<file path="config.mk">
export PLATFORM = sky130hd
export DESIGN_NAME = pll_lock_mgr_flat
export DESIGN_NICKNAME = d
export VERILOG_FILES = /design/src/rtl/pll_lock_mgr_if.sv /design/src/rtl/pll_lock_mgr.sv /design/src/flat_wrapper.sv
export SDC_FILE = /design/constraint.sdc
export NUM_CORES = 1
export LEC_CHECK = 0
export BUFFER_PORTS_ARGS = -buffer_cell sky130_fd_sc_hd__buf_2
export CAP_MARGIN = 10
export CORE_ASPECT_RATIO = 0.7
export CORE_MARGIN = 3
export CORE_UTILIZATION = 55
export DETAILED_ROUTE_END_ITERATION = 16
export PLACE_DENSITY = 0.75
export SLEW_MARGIN = 20
export SYNTH_ARGS = -nofsm -noshare
export SYNTH_HDL_FRONTEND = slang
export SYNTH_SLANG_ARGS = --single-unit
export TNS_END_PERCENT = 10
</file>
<file path="constraint.sdc">
create_clock -name clkin -period 6.8 [get_ports clkin]
set_clock_uncertainty 0.2 [all_clocks]
set_input_delay 2.04 -clock clkin [delete_from_list [all_inputs] [get_ports clkin]]
set_output_delay 2.04 -clock clkin [all_outputs]
set_load 0.02 [all_outputs]
</file>
<file path="src/rtl/pll_lock_mgr_if.sv">
// pll_lock_mgr_if: lock status in, reset/ready/status out for the PLL lock manager.
interface pll_lock_mgr_if;
    logic       lock_in;
    logic       pll_reset;
    logic       rst_out;
    logic       pll_ready;
    logic [7:0] lol_cnt;
    logic       tmo_flag;
    logic [2:0] state_o;
    modport slave (input lock_in, output pll_reset, rst_out, pll_ready, lol_cnt, tmo_flag, state_o);
    modport master (output lock_in, input pll_reset, rst_out, pll_ready, lol_cnt, tmo_flag, state_o);
endinterface

</file>
<file path="src/rtl/pll_lock_mgr.sv">
// pll_lock_mgr: sequences PLL reset, qualifies lock and gates downstream reset; LOCK_RETRY_EN makes a lock timeout retry the PLL reset.
module pll_lock_mgr #(
    parameter int RST_CYC  = 16,
    parameter int FILT_CYC = 1024,
    parameter int REL_CYC  = 64,
    parameter int TMO_CYC  = 1000000
) (
    input logic            clkin,
    input logic            reset,
    pll_lock_mgr_if.slave  bus
);
    typedef enum logic [2:0] {
        PLL_RST   = 3'd0,
        WAIT_LOCK = 3'd1,
        FILTER    = 3'd2,
        RELEASE   = 3'd3,
        RUN       = 3'd4
    } state_t;
    state_t      state_q, state_d;
    logic [1:0]  sync_q;
    logic [23:0] cnt_q;
    logic        pll_reset_q, rst_out_q, tmo_q, tmo_hit, lock_s;
    logic [7:0]  lol_q;
    assign lock_s        = sync_q[1];
    assign bus.pll_reset = pll_reset_q;
    assign bus.rst_out   = rst_out_q;
    assign bus.pll_ready = ~rst_out_q;
    assign bus.lol_cnt   = lol_q;
    assign bus.tmo_flag  = tmo_q;
    assign bus.state_o   = state_q;
    // Next-state decode; lock is accepted one edge after FILT_CYC qualified samples, any low sample restarts it.
    always_comb begin
        state_d = state_q;
        tmo_hit = 1'b0;
        case (state_q)
            PLL_RST:   state_d = (cnt_q == 24'(RST_CYC - 1)) ? WAIT_LOCK : PLL_RST;
            WAIT_LOCK: begin
                if (lock_s) state_d = FILTER;
                else if (cnt_q == 24'(TMO_CYC - 1)) begin
                    tmo_hit = 1'b1;
`ifdef LOCK_RETRY_EN
                    state_d = PLL_RST;
`else
                    state_d = WAIT_LOCK;
`endif
                end
            end
            FILTER:    state_d = !lock_s ? WAIT_LOCK : (cnt_q == 24'(FILT_CYC)) ? RELEASE : FILTER;
            RELEASE:   state_d = !lock_s ? WAIT_LOCK : (cnt_q == 24'(REL_CYC - 1)) ? RUN : RELEASE;
            RUN:       state_d = !lock_s ? PLL_RST : RUN;
            default:   state_d = PLL_RST;
        endcase
    end
    // State, per-state counter, synchronizer and outputs registered from the next state so they change on the transition edge.
    always_ff @(posedge clkin or posedge reset) begin
        if (reset) begin
            sync_q      <= 2'b00;
            state_q     <= PLL_RST;
            cnt_q       <= '0;
            pll_reset_q <= 1'b1;
            rst_out_q   <= 1'b1;
            tmo_q       <= 1'b0;
            lol_q       <= 8'd0;
        end else begin
            sync_q      <= {sync_q[0], bus.lock_in};
            state_q     <= state_d;
            cnt_q       <= (state_d != state_q || tmo_hit) ? '0 : cnt_q + 24'd1;
            pll_reset_q <= state_d == PLL_RST;
            rst_out_q   <= state_d != RUN;
            if (tmo_hit) tmo_q <= 1'b1;
            if (state_q == RUN && !lock_s && lol_q != 8'hff) lol_q <= lol_q + 8'd1;
        end
    end
endmodule

</file>
<file path="src/flat_wrapper.sv">
// flat-port wrapper written by rule: the top's interface ports become plain ports
module pll_lock_mgr_flat 
#(
    parameter int RST_CYC  = 16,
    parameter int FILT_CYC = 1024,
    parameter int REL_CYC  = 64,
    parameter int TMO_CYC  = 1000000
)
  (clkin, reset, bus_lock_in, bus_pll_reset, bus_rst_out, bus_pll_ready, bus_lol_cnt, bus_tmo_flag, bus_state_o);
  pll_lock_mgr_if bus_i ();
  input logic clkin;
  input logic reset;
  input wire logic [$bits(bus_i.lock_in)-1:0] bus_lock_in;
  output wire logic [$bits(bus_i.pll_reset)-1:0] bus_pll_reset;
  output wire logic [$bits(bus_i.rst_out)-1:0] bus_rst_out;
  output wire logic [$bits(bus_i.pll_ready)-1:0] bus_pll_ready;
  output wire logic [$bits(bus_i.lol_cnt)-1:0] bus_lol_cnt;
  output wire logic [$bits(bus_i.tmo_flag)-1:0] bus_tmo_flag;
  output wire logic [$bits(bus_i.state_o)-1:0] bus_state_o;
  assign bus_i.lock_in = bus_lock_in;
  assign bus_pll_reset = bus_i.pll_reset;
  assign bus_rst_out = bus_i.rst_out;
  assign bus_pll_ready = bus_i.pll_ready;
  assign bus_lol_cnt = bus_i.lol_cnt;
  assign bus_tmo_flag = bus_i.tmo_flag;
  assign bus_state_o = bus_i.state_o;
  pll_lock_mgr #(.RST_CYC(RST_CYC), .FILT_CYC(FILT_CYC), .REL_CYC(REL_CYC), .TMO_CYC(TMO_CYC)) u_core (.clkin(clkin), .reset(reset), .bus(bus_i));
endmodule
</file>
# Yosys cells after proc, flatten, opt, wreduce, memory -nomap -nowiden
# Cells that the tools add are included.
[word_totals]
word_cells = 40
regBits = 40
[classes]
add_sub_neg = 2
n_bitwise = 1
muxes = 13
n_eq_ne = 11
reduce_logical = 6
[op_table]
columns = ["operator", "n"]
rows = [
  ["$add A24 B1 Y24 const B", 1],
  ["$eq A24 B11 Y1 const B", 1],
  ["$eq A24 B20 Y1 const B", 1],
  ["$eq A24 B4 Y1 const B", 1],
  ["$eq A24 B6 Y1 const B", 1],
  ["$mux W24", 1],
  ["$mux W3", 6],
  ["$pmux W3 S5", 1],
  ["$add A8 B1 Y8 const B", 1],
  ["$ne A8 B8 Y1 const B", 1],
  ["$eq A3 B2 Y1 const B", 2],
  ["$logic_not A3 Y1", 2],
  ["$mux W1", 5],
  ["$eq A3 B1 Y1 const B", 1],
  ["$eq A3 B3 Y1 const B", 1],
  ["$ne A3 B3 Y1", 1],
  ["$ne A3 B3 Y1 const B", 1],
  ["$logic_and A1 B1 Y1", 2],
  ["$logic_not A1 Y1", 1],
  ["$logic_or A1 B1 Y1", 1],
  ["$not A1 Y1", 1],
]

# Logic depth before layout (Yosys ltp)
# Gate-level depths: netlist of the first run.
[logic_depth]
depth_word = 7
mapped_depth = 7
ltp_nobuf = 6

# Least setup slack after synthesis of the first run
# OpenSTA, ideal clock, no wires.
[synth_path]
path_type = "reg-to-output"
startpoint = "register u_core.rst_out_q (netlist: u_core.bus.rst_out)"
endpoint = "output port bus_pll_ready"
required_ps = 4560
setup_slack_ps = 3875
path_stages_with_launch = 2
t_arrival_ps = 685
path_buffers = 0
cell_sequence = "dfstp_2 > inv_1"
[synth_via]
elab_chain_len = 1
[synth_rtl]
columns = ["element", "line", "rtl"]
rows = [
  ["start: declaration", "pll_lock_mgr.sv:22", "logic pll_reset_q, rst_out_q, tmo_q, tmo_hit, lock_s;"],
  ["start signal: assignment", "pll_lock_mgr.sv:61", "rst_out_q <= 1'b1;"],
  ["start signal: assignment", "pll_lock_mgr.sv:69", "rst_out_q <= state_d != RUN;"],
  ["$not A1 Y1", "pll_lock_mgr.sv:27", "assign bus.pll_ready = ~rst_out_q;"],
  ["end: declaration", "flat_wrapper.sv:16", "output wire logic [$bits(bus_i.pll_ready)-1:0] bus_pll_ready;"],
]
# Every way passes these cells.

# Worst setup path in the final report of the first run
[layout_path]
startpoint = "register u_core.state_q[2] (netlist: u_core.bus.state_o[2])"
endpoint = "output port bus_state_o[2]"
[layout_lines]
columns = ["element", "line", "rtl"]
rows = [
  ["start: declaration", "pll_lock_mgr.sv:19", "state_t state_q, state_d;"],
  ["start signal: assignment", "pll_lock_mgr.sv:66", "state_q <= state_d;"],
  ["end: declaration", "flat_wrapper.sv:19", "output wire logic [$bits(bus_i.state_o)-1:0] bus_state_o;"],
]
# No word-level cell between the ends.

==> results_dict.tcl, run 1 <==
set metrics [dict create \
    status "finished, final reports clean" \
    antenna_cells 0 \
    r2r_cells 6 \
    clkLatencyLatePin_ns 0.30 \
    p_per_area_nw_per_um2 254.2 \
    grt_use_total_pct 21.15 \
    vdd_drop_max_mv 0.1943 \
    crit_slowest_cell "dfrtp_1" \
    grt_max_degree 41 \
    cts_resized 0 \
    slew-limit-headroom_pct 65.76 \
    hold_viol_final 0 \
    power_switching_uw 173.0 \
    hold_class "flop to flop" \
    switching_share_pct 29.93 \
    synth_area_um2 2034 \
    rr_endpoint "u_core.cnt_q[21]" \
    critPathTopFamily "flip-flops" \
    p_int_uw 405.2 \
    max_freq_mhz 298.4 \
    crit_fanout 14 \
    io_buffers 17 \
    dieArea_um2 4477 \
    first_pass_iters 4 \
    rows 17 \
    die_w_um 78.70 \
    required_ns 4.56 \
    hold_ws_ns 0.1635 \
    period_share_pct 49.28 \
    hold_buffers 0 \
    postCtsSetupBuffers 0 \
    synth-main-ff-cell "dfrtp_1" \
    routed_wirelength_um 4108 \
    ios 18 \
    endpoint_kind "primary output" \
    ys_async_sr_fraction_pct 100.0 \
    max_stage_delay_ns 0.57 \
    synth_most_common_cell "dfrtp_1" \
    pwr-share-comb_pct 17.3 \
    synth.ff_latch_count 40 \
    finalSetupTns_ns 0 \
    root_buffer "clkbuf_8" \
    cts_buffers 5 \
    rsz0062_at_grt "false" \
    place_congestion 0.8582 \
    worst-path-buf-inv 1 \
    fill_cells 268 \
    synth_area_leaders "dfrtp_1 (47%), xnor2_1 (9.9%), nor2_1 (5.9%)" \
    place_hpwl_um 2974 \
    crit_chain "buf_2" \
    vias 1551 \
    min_to "u_core.sync_q[1]" \
    drcViolationCount 0 \
    antenna_found_initial 0 \
    crit_type "flop to primary output" \
    first_global_vias 1541 \
    clkTransAtPathRegs_ns 0.08 \
    yosys.area.top_type "dfrtp_1" \
    p_leak_nw 1.050 \
    period_needed_ns 3.351 \
    synth.avg_cell_area_um2 9.734 \
    nets 235 \
    whs_path_depth 0 \
    start_util_pct 60.92 \
    h-tree-depth 2 \
    worstPathArrival_ns 1.11 \
    rrSetupSlack_ns 4.25 \
    synth_common_cells "dfrtp_1 (38), nor2_1 (32), xnor2_1 (23)" \
    grt_pass1_wl_um 7314 \
    drt-wirelength-per-cell_um 14.83 \
    slew_violations 0 \
    clockBufferDepth 2 \
    yosys_warnings 0 \
    multi_input_area_um2 963.4 \
    worst_pin_slew_ns 0.5006 \
    viasPerCell 5.599 \
    clkPwrFrac_pct 33.2 \
    timing.final.ws_setup_ns 3.449 \
    die_h_um 56.89 \
    drive_gt1_share_pct 15.22 \
    regArea_um2 1003 \
    synth_fp_nets 215 \
    finalSetupViolCount 0 \
    pwr-share-seq_pct 49.5 \
    grt_remaining_overflow 0 \
    min_from "u_core.sync_q[0]" \
    area.growth.synth_to_final_pct 11.81 \
    synth_top_area_share_pct 46.74 \
    cts.sinks 40 \
    synthCells 209 \
    seq_area_frac_synth_pct 49.32 \
    cap_violations 0 \
    drtIter0Drc 90 \
    core_area_um2 3339 \
    synth_edf_count 0 \
    synth.distinct_cells 38 \
    cts_tree "done" \
    r2r-start "u_core.cnt_q[9]" \
    drtAntennaViolNets 0 \
    preCtsSetupSlack_ns 3.782 \
    start_kind "flop" \
]
-- through the flow --
stage	std cells	area, um2	power (mW)	util, %
final	277	2275	0.5782	68.12
after detailed placement	269	2163	0.3914	64.78
after global routing	277	2275	0.6136	68.12
after CTS	277	2275	0.5844	68.12
after global placement	269	2163	0.3834	64.78
after floorplan	209	2034	0.3621	-
-- cell type report --
type / count / share of cell area, %
Inverter: 10 / 1.650
Clock buffer: 5 / 3.025
Sequential cell: 40 / 44.11
Multi-Input combinational cell: 153 / 42.35
Tap cell: 47 / 2.585
Clock inverter: 3 / 1.870
Timing Repair Buffer: 19 / 4.400
-- sequential cells by signal, indices dropped and copies added, names as in the netlist --
signal,flops
u_core.bus.lol_cnt,8
u_core.bus.pll_reset,1
u_core.bus.rst_out,1
u_core.bus.state_o,3
u_core.bus.tmo_flag,1
u_core.cnt_q,24
u_core.sync_q,2
-- cells in the final DEF (no fill, tap or decap), types with 6 or more instances in the layout --
cell	instances
buf_2	17
dfrtp_1	38
inv_1	10
nand2_1	15
nand3_1	15
nor2_1	32
nor3_1	16
xnor2_1	23
xor2_1	6
-- worst max path at each step --
stage                     startpoint               endpoint  slack [ns]  cells after the start
2_1_floorplan                  reset  u_core.bus.lol_cnt[0]        3.65                      1
3_3_place_gp   u_core.bus.state_o[2]         bus_state_o[2]        3.81                      1
3_5_place_dp   u_core.bus.state_o[2]         bus_state_o[2]        3.78                      1
4_1_cts        u_core.bus.state_o[2]         bus_state_o[2]        3.44                      1
5_1_grt        u_core.bus.state_o[2]         bus_state_o[2]        3.39                      1
6_report       u_core.bus.state_o[2]         bus_state_o[2]        3.45                      1
-- power groups by stage --
stage / Clock, mW / Sequential (mW) / Combinational [mW]
2_1_floorplan: 0 / 0.286 / 0.0762
3_3_place_gp: 0 / 0.287 / 0.0961
3_5_place_dp: 0 / 0.291 / 0.100
4_1_cts: 0.197 / 0.286 / 0.101
5_1_grt: 0.210 / 0.291 / 0.113
6_report: 0.192 / 0.286 / 0.0998
-- kinds of logic after synthesis --
logic type	share of synthesized area, %
DFF	49.32
xor gates and xnor gates	12.48
and+or+nand+nor	27.49
buffers and inverters	3.321
AOI/OAI and AO/OA	5.536
adders and majority gates	1.845
-- routing by layer --
metal / share of wire (%) / global-route usage [%]
met2: 45 / 30.83
met5: 0 / 0
met3: 4.0 / 4.808
met1: 50 / 30.58
met4: 1.3 / 7.731
No activity file was read; power rests on OpenSTA's default activity.
==> inputs of run 2 (changes only) <==
--- a/config.mk
+++ b/config.mk
@@ -9,7 +9,7 @@
 export CAP_MARGIN = 10
 export CORE_ASPECT_RATIO = 0.7
 export CORE_MARGIN = 3
-export CORE_UTILIZATION = 55
+export CORE_UTILIZATION = 53
 export DETAILED_ROUTE_END_ITERATION = 16
 export PLACE_DENSITY = 0.75
 export SLEW_MARGIN = 20
==> constraint.sdc (replaced) <==
create_clock -name clkin -period 2.8 [get_ports clkin]
set_clock_uncertainty 0.2 [all_clocks]
set_input_delay 0.84 -clock clkin [delete_from_list [all_inputs] [get_ports clkin]]
set_output_delay 0.84 -clock clkin [all_outputs]
set_load 0.02 [all_outputs]
==> run 2 against run 1 <==
  * Via count down 0.84%
  * Sequential share of layout area unchanged
  * Count of clock-buffer cells in the layout unchanged
  * Final cell count up 1.8%
  * Largest cell class unchanged
  * First-iteration DRC count up 84%
  * Critical path depth up 5
  * Sequential power up 140%
  * Die area up 3.4%
  * Clock power up 100%
  * Sequential cell count unchanged
  * Design area unchanged
  * Global-route usage down 2.1 points
==> results_dict.tcl, run 2 (synthesis results as in run 1) <==
set metrics [dict create \
    status "finished, final reports clean" \
    drive_gt1_share_pct 15.95 \
    grt_use_total_pct 19.01 \
    vdd_drop_max_mv 0.3121 \
    required_ns 2.78 \
    final_cell_mix "dfrtp_1 (38), nor2_1 (32), xnor2_1 (23), buf_2 (17), nor3_1 (16)" \
    r2r-start "u_core.cnt_q[12]" \
    p_int_uw 901.4 \
    clkLatencyLatePin_ns 0.30 \
    dieArea_um2 4630 \
    pwr-share-seq_pct 51.5 \
    antenna_cells 0 \
    drtIter0Drc 166 \
    fill_cells 312 \
    clkTransAtPathRegs_ns 0.08 \
    routed_wirelength_um 3970 \
    endpoint_kind "flop" \
    cts_tree "done" \
    place_hpwl_um 2895 \
    cts_buffers 5 \
    io_buffers 17 \
    clockBufferDepth 2 \
    hold_class "flop to flop" \
    rows 18 \
    start_util_pct 56.46 \
    die_h_um 57.84 \
    nets 237 \
    drt-wirelength-per-cell_um 14.08 \
    core_area_um2 3603 \
    start_kind "flop" \
    top_register "u_core.cnt_q" \
    switching_share_pct 32.41 \
    viasPerCell 5.454 \
    crit_type "flop to flop" \
    drtAntennaViolNets 0 \
    worstPathArrival_ns 2.49 \
    postCtsSetupBuffers 0 \
    multi_input_area_um2 963.4 \
    hold_viol_final 0 \
    cts_resized 0 \
    regArea_um2 1003 \
    antenna_found_initial 0 \
    ios 18 \
    finalSetupTns_ns 0 \
    hold_buffers 0 \
    period_needed_ns 2.509 \
    p_per_area_nw_per_um2 586.3 \
    pwr-share-comb_pct 19.2 \
    drcViolationCount 0 \
    first_global_vias 1497 \
    die_w_um 80.05 \
    clkPwrFrac_pct 29.3 \
    largest_reg_flops 24 \
    finalSetupViolCount 0 \
    place_congestion 0.8291 \
    crit_start "u_core.cnt_q[12]" \
    crit_fanout 24 \
    min_from "u_core.sync_q[0]" \
    first_pass_iters 5 \
    cap_violations 0 \
    grt_pass1_wl_um 6762 \
    power_switching_uw 432.2 \
    slew-limit-headroom_pct 66.59 \
    max_freq_mhz 398.5 \
    vias 1538 \
    preCtsSetupSlack_ns 0.2807 \
    rsz0062_at_grt "false" \
    h-tree-depth 2 \
    p_leak_nw 1.047 \
    cts.sinks 40 \
    worst_pin_slew_ns 0.4885 \
    layout_commonest_cell "dfrtp_1" \
    grt_max_degree 41 \
    slew_violations 0 \
    area.growth.synth_to_final_pct 11.81 \
    timing.final.ws_setup_ns 0.2906 \
    root_buffer "clkbuf_8" \
    grt_remaining_overflow 0 \
    period_share_pct 89.62 \
]
-- run 2: changes by cell type in the layout (fill, tap and decap cells not counted), sizes merged --
cell,before,now
buf,19,21
bufinv,1,0
clkinvlp,1,2
-- run 2: final timing paths --
check | end | slack, ns | cells past startpoint
min in group asynchronous | u_core.cnt_q[2] | 0.43 | 3
max in group asynchronous | u_core.bus.pll_reset | 1.60 | 3
max reg2reg | u_core.cnt_q[2] | 0.29 | 6
max | u_core.cnt_q[2] | 0.29 | 6
min | u_core.sync_q[1] | 0.15 | 0
min reg2reg | u_core.sync_q[1] | 0.15 | 0
-- run 2: power by group through the flow --
| stage | Combinational [mW] | Sequential, mW | Clock [mW] |
|---|---|---|---|
| after floorplan | 0.185 | 0.694 | 0 |
| after global placement | 0.249 | 0.694 | 0 |
| after detailed placement | 0.257 | 0.697 | 0 |
| after CTS | 0.258 | 0.686 | 0.398 |
| after global routing | 0.285 | 0.694 | 0.425 |
| final | 0.256 | 0.687 | 0.391 |
-- run 2: layout make-up --
| type | count | share of cell area, % |
|---|---|---|
| clock buffer | 5 | 3.025 |
| timing repair buffer | 21 | 5.060 |
| clock inverter | 3 | 1.045 |
| inverter | 10 | 1.650 |
| multi-input combinational | 153 | 42.35 |
| sequential | 40 | 44.11 |
| tap | 50 | 2.750 |
-- run 2: worst max-delay path, stage by stage, from the launching register on --
cell and delay [ns]:
dfrtp_1 0.43, or4_4 0.56, nor4_4 0.34, nand4_1 0.20, a311oi_2 0.27, buf_4 0.30
nor3_1 0.10
-- run 2: layer usage --
layer	vias to the layer above	part of all wire (%)	wire [um]	GRT usage, %
met4	0	1.2	48	7.229
met1	726	52	2079	29.21
met5	-	0	0	0
met2	41	41	1613	25.83
li1	765	-	-	-
met3	6	5.7	228	4.658
-- run 2: stage by stage --
| step | cell area [um2] | hold slack (ns) | total power, mW | std cells | util [%] |
|---|---|---|---|---|---|
| after global placement | 2182 | 0.1346 | 0.9433 | 274 | 60.56 |
| final | 2275 | 0.1545 | 1.334 | 282 | 63.13 |
| after detailed placement | 2182 | 0.1355 | 0.9536 | 274 | 60.56 |
| after global routing | 2275 | 0.1683 | 1.404 | 282 | 63.13 |
| after CTS | 2275 | 0.1559 | 1.342 | 282 | 63.13 |
| after floorplan | 2034 | 0.1312 | 0.8794 | 209 | - |
==> inputs of run 3 (changes only) <==
--- a/config.mk
+++ b/config.mk
@@ -12,6 +12,7 @@
 export CORE_UTILIZATION = 53
 export DETAILED_ROUTE_END_ITERATION = 16
 export PLACE_DENSITY = 0.75
+export SETUP_SLACK_MARGIN = 0.4
 export SLEW_MARGIN = 20
 export SYNTH_ARGS = -nofsm -noshare
 export SYNTH_HDL_FRONTEND = slang
==> run 3 against run 2 <==
  * Die area is the same
  * Clock power about the same
  * Register-to-register slack gained 0.02 ns
  * Global-route usage up 0.74 points
  * First-iteration DRC count is 13% higher
  * Fmax rose by 0.98%
  * Sequential cell count did not move
  * Hold slack got worse by 0.0011 ns
  * Largest power group unchanged
==> results_dict.tcl, run 3 (synthesis results as in run 1) <==
set metrics [dict create \
    hold_class "flop to flop" \
    max_stage_delay_ns 0.55 \
    area.growth.synth_to_final_pct 19.19 \
    cts_buffers 5 \
    rrSetupSlack_ns 0.32 \
    pwr-share-seq_pct 49.3 \
    period_share_pct 88.75 \
    nets 250 \
    hold_viol_final 0 \
    finalSetupViolCount 0 \
    crit_fanout 6 \
    period_needed_ns 2.485 \
    power_switching_uw 449.4 \
    largest_reg_flops 24 \
    whs_path_depth 0 \
    vdd_drop_max_mv 0.3251 \
    cts_tree "done" \
    drtAntennaViolNets 0 \
    crit_chain "or4_4, nor4_4, nand4_1, a311oi_2, buf_4, clkbuf_16, nor3_1" \
    die_h_um 57.84 \
    h-tree-depth 2 \
    place_hpwl_um 2895 \
    preCtsSetupSlack_ns 0.2807 \
    die_w_um 80.05 \
    drt-wirelength-per-cell_um 14.54 \
    vias 1594 \
    start_kind "flop" \
    antenna_found_initial 0 \
    drtIter0Drc 188 \
    switching_share_pct 32.28 \
    clockBufferDepth 2 \
    min_to "u_core.sync_q[1]" \
    r2r_cells 7 \
    core_area_um2 3603 \
    r2r-start "u_core.cnt_q[12]" \
    ios 18 \
    root_buffer "clkbuf_8" \
    final_cell_mix "dfrtp_1 (38), nor2_1 (31), xnor2_1 (23), buf_2 (17), nor3_1 (16)" \
    slew_violations 0 \
    finalPower_mw 1.392 \
    endpoint_kind "flop" \
    grt_remaining_overflow 0 \
    cap_violations 0 \
    first_global_vias 1528 \
    p_per_area_nw_per_um2 574.1 \
    rows 18 \
    required_ns 2.78 \
    drcViolationCount 0 \
    crit_slowest_cell "or4_4" \
    p_leak_nw 1.119 \
    hold_buffers 0 \
    timing.final.ws_setup_ns 0.3151 \
    rsz0062_at_grt "true" \
    grt_use_total_pct 19.75 \
    start_util_pct 56.46 \
    clkPwrFrac_pct 27.9 \
    pwr-share-comb_pct 22.7 \
    status "finished, final reports clean" \
    grt_max_degree 41 \
    cts.sinks 40 \
    clkTransAtPathRegs_ns 0.08 \
    grt_pass1_wl_um 7003 \
    p_int_uw 942.8 \
    place_congestion 0.8291 \
    rr_endpoint "u_core.cnt_q[4]" \
    antenna_cells 0 \
    worst_pin_slew_ns 0.4807 \
    critPathTopFamily "simple AND/OR/NAND/NOR gates" \
    drive_gt1_share_pct 21.63 \
    crit_type "flop to flop" \
    io_buffers 17 \
    slew-limit-headroom_pct 67.95 \
    dieArea_um2 4630 \
    viasPerCell 5.403 \
    finalSetupTns_ns 0 \
    clkLatencyLatePin_ns 0.30 \
    hold_ws_ns 0.1535 \
    layout_commonest_cell "dfrtp_1" \
    top_register "u_core.cnt_q" \
    worstPathArrival_ns 2.47 \
    routed_wirelength_um 4288 \
    worst-path-buf-inv 2 \
    min_from "u_core.sync_q[0]" \
    max_freq_mhz 402.4 \
    first_pass_iters 4 \
]
-- run 3: cell types whose count changed in the layout (fill, tap and decap cells not counted), sizes merged --
cell    change
clkbuf      +1
buf        +12
-- run 3: how the worst max path moves through the flow --
stage,cells past startpoint,slack [ns],to,start
floorplan,6,0.40,u_core.cnt_q[10],u_core.cnt_q[11]
global placement,6,0.32,u_core.cnt_q[2],u_core.cnt_q[12]
detailed placement,6,0.28,u_core.cnt_q[2],u_core.cnt_q[11]
CTS,7,0.40,u_core.cnt_q[19],u_core.cnt_q[13]
global route,7,0.23,u_core.cnt_q[11],u_core.cnt_q[12]
finish,7,0.32,u_core.cnt_q[4],u_core.cnt_q[12]
-- run 3: per-layer routing --
| metal | GRT usage, % | wire length [um] | vias to the layer above |
|---|---|---|---|
| li1 | - | - | 790 |
| met1 | 30.32 | 2186 | 745 |
| met2 | 27.24 | 1738 | 52 |
| met3 | 4.658 | 298 | 7 |
| met4 | 6.988 | 64 | 0 |
| met5 | 0 | 0 | - |
-- run 3: through the flow --
step | instances | cell area (um2) | utilization (%)
after floorplan | 209 | 2034 | -
final | 295 | 2425 | 67.29
after global routing | 295 | 2425 | 67.29
after detailed placement | 274 | 2182 | 60.56
after CTS | 290 | 2356 | 65.38
after global placement | 274 | 2182 | 60.56
-- run 3: timing repair --
action | 4_1_cts | 5_1_grt
setup endpoints to repair | 24 | 24
setup buffers | 6 | 4
pin swaps | 3 | 4
gates cloned | 2 | 1
resized for setup | 7 | 6
-- run 3: power groups by stage --
stage / clock network, mW / registers (mW) / logic, mW
after floorplan: 0 / 0.694 / 0.185
after global placement: 0 / 0.694 / 0.249
after detailed placement: 0 / 0.697 / 0.257
after CTS: 0.398 / 0.686 / 0.284
after global routing: 0.428 / 0.694 / 0.346
final: 0.389 / 0.687 / 0.316
-- run 3: layout make-up --
cell class	count	area, um2
well taps	50	62.56
clock inverters	3	23.77
clock buffers	5	68.82
multi-input cells	153	983.4
fillers	291	1179
inverters	10	37.54
flip-flops and latches	40	1003
repair buffers	34	245.2
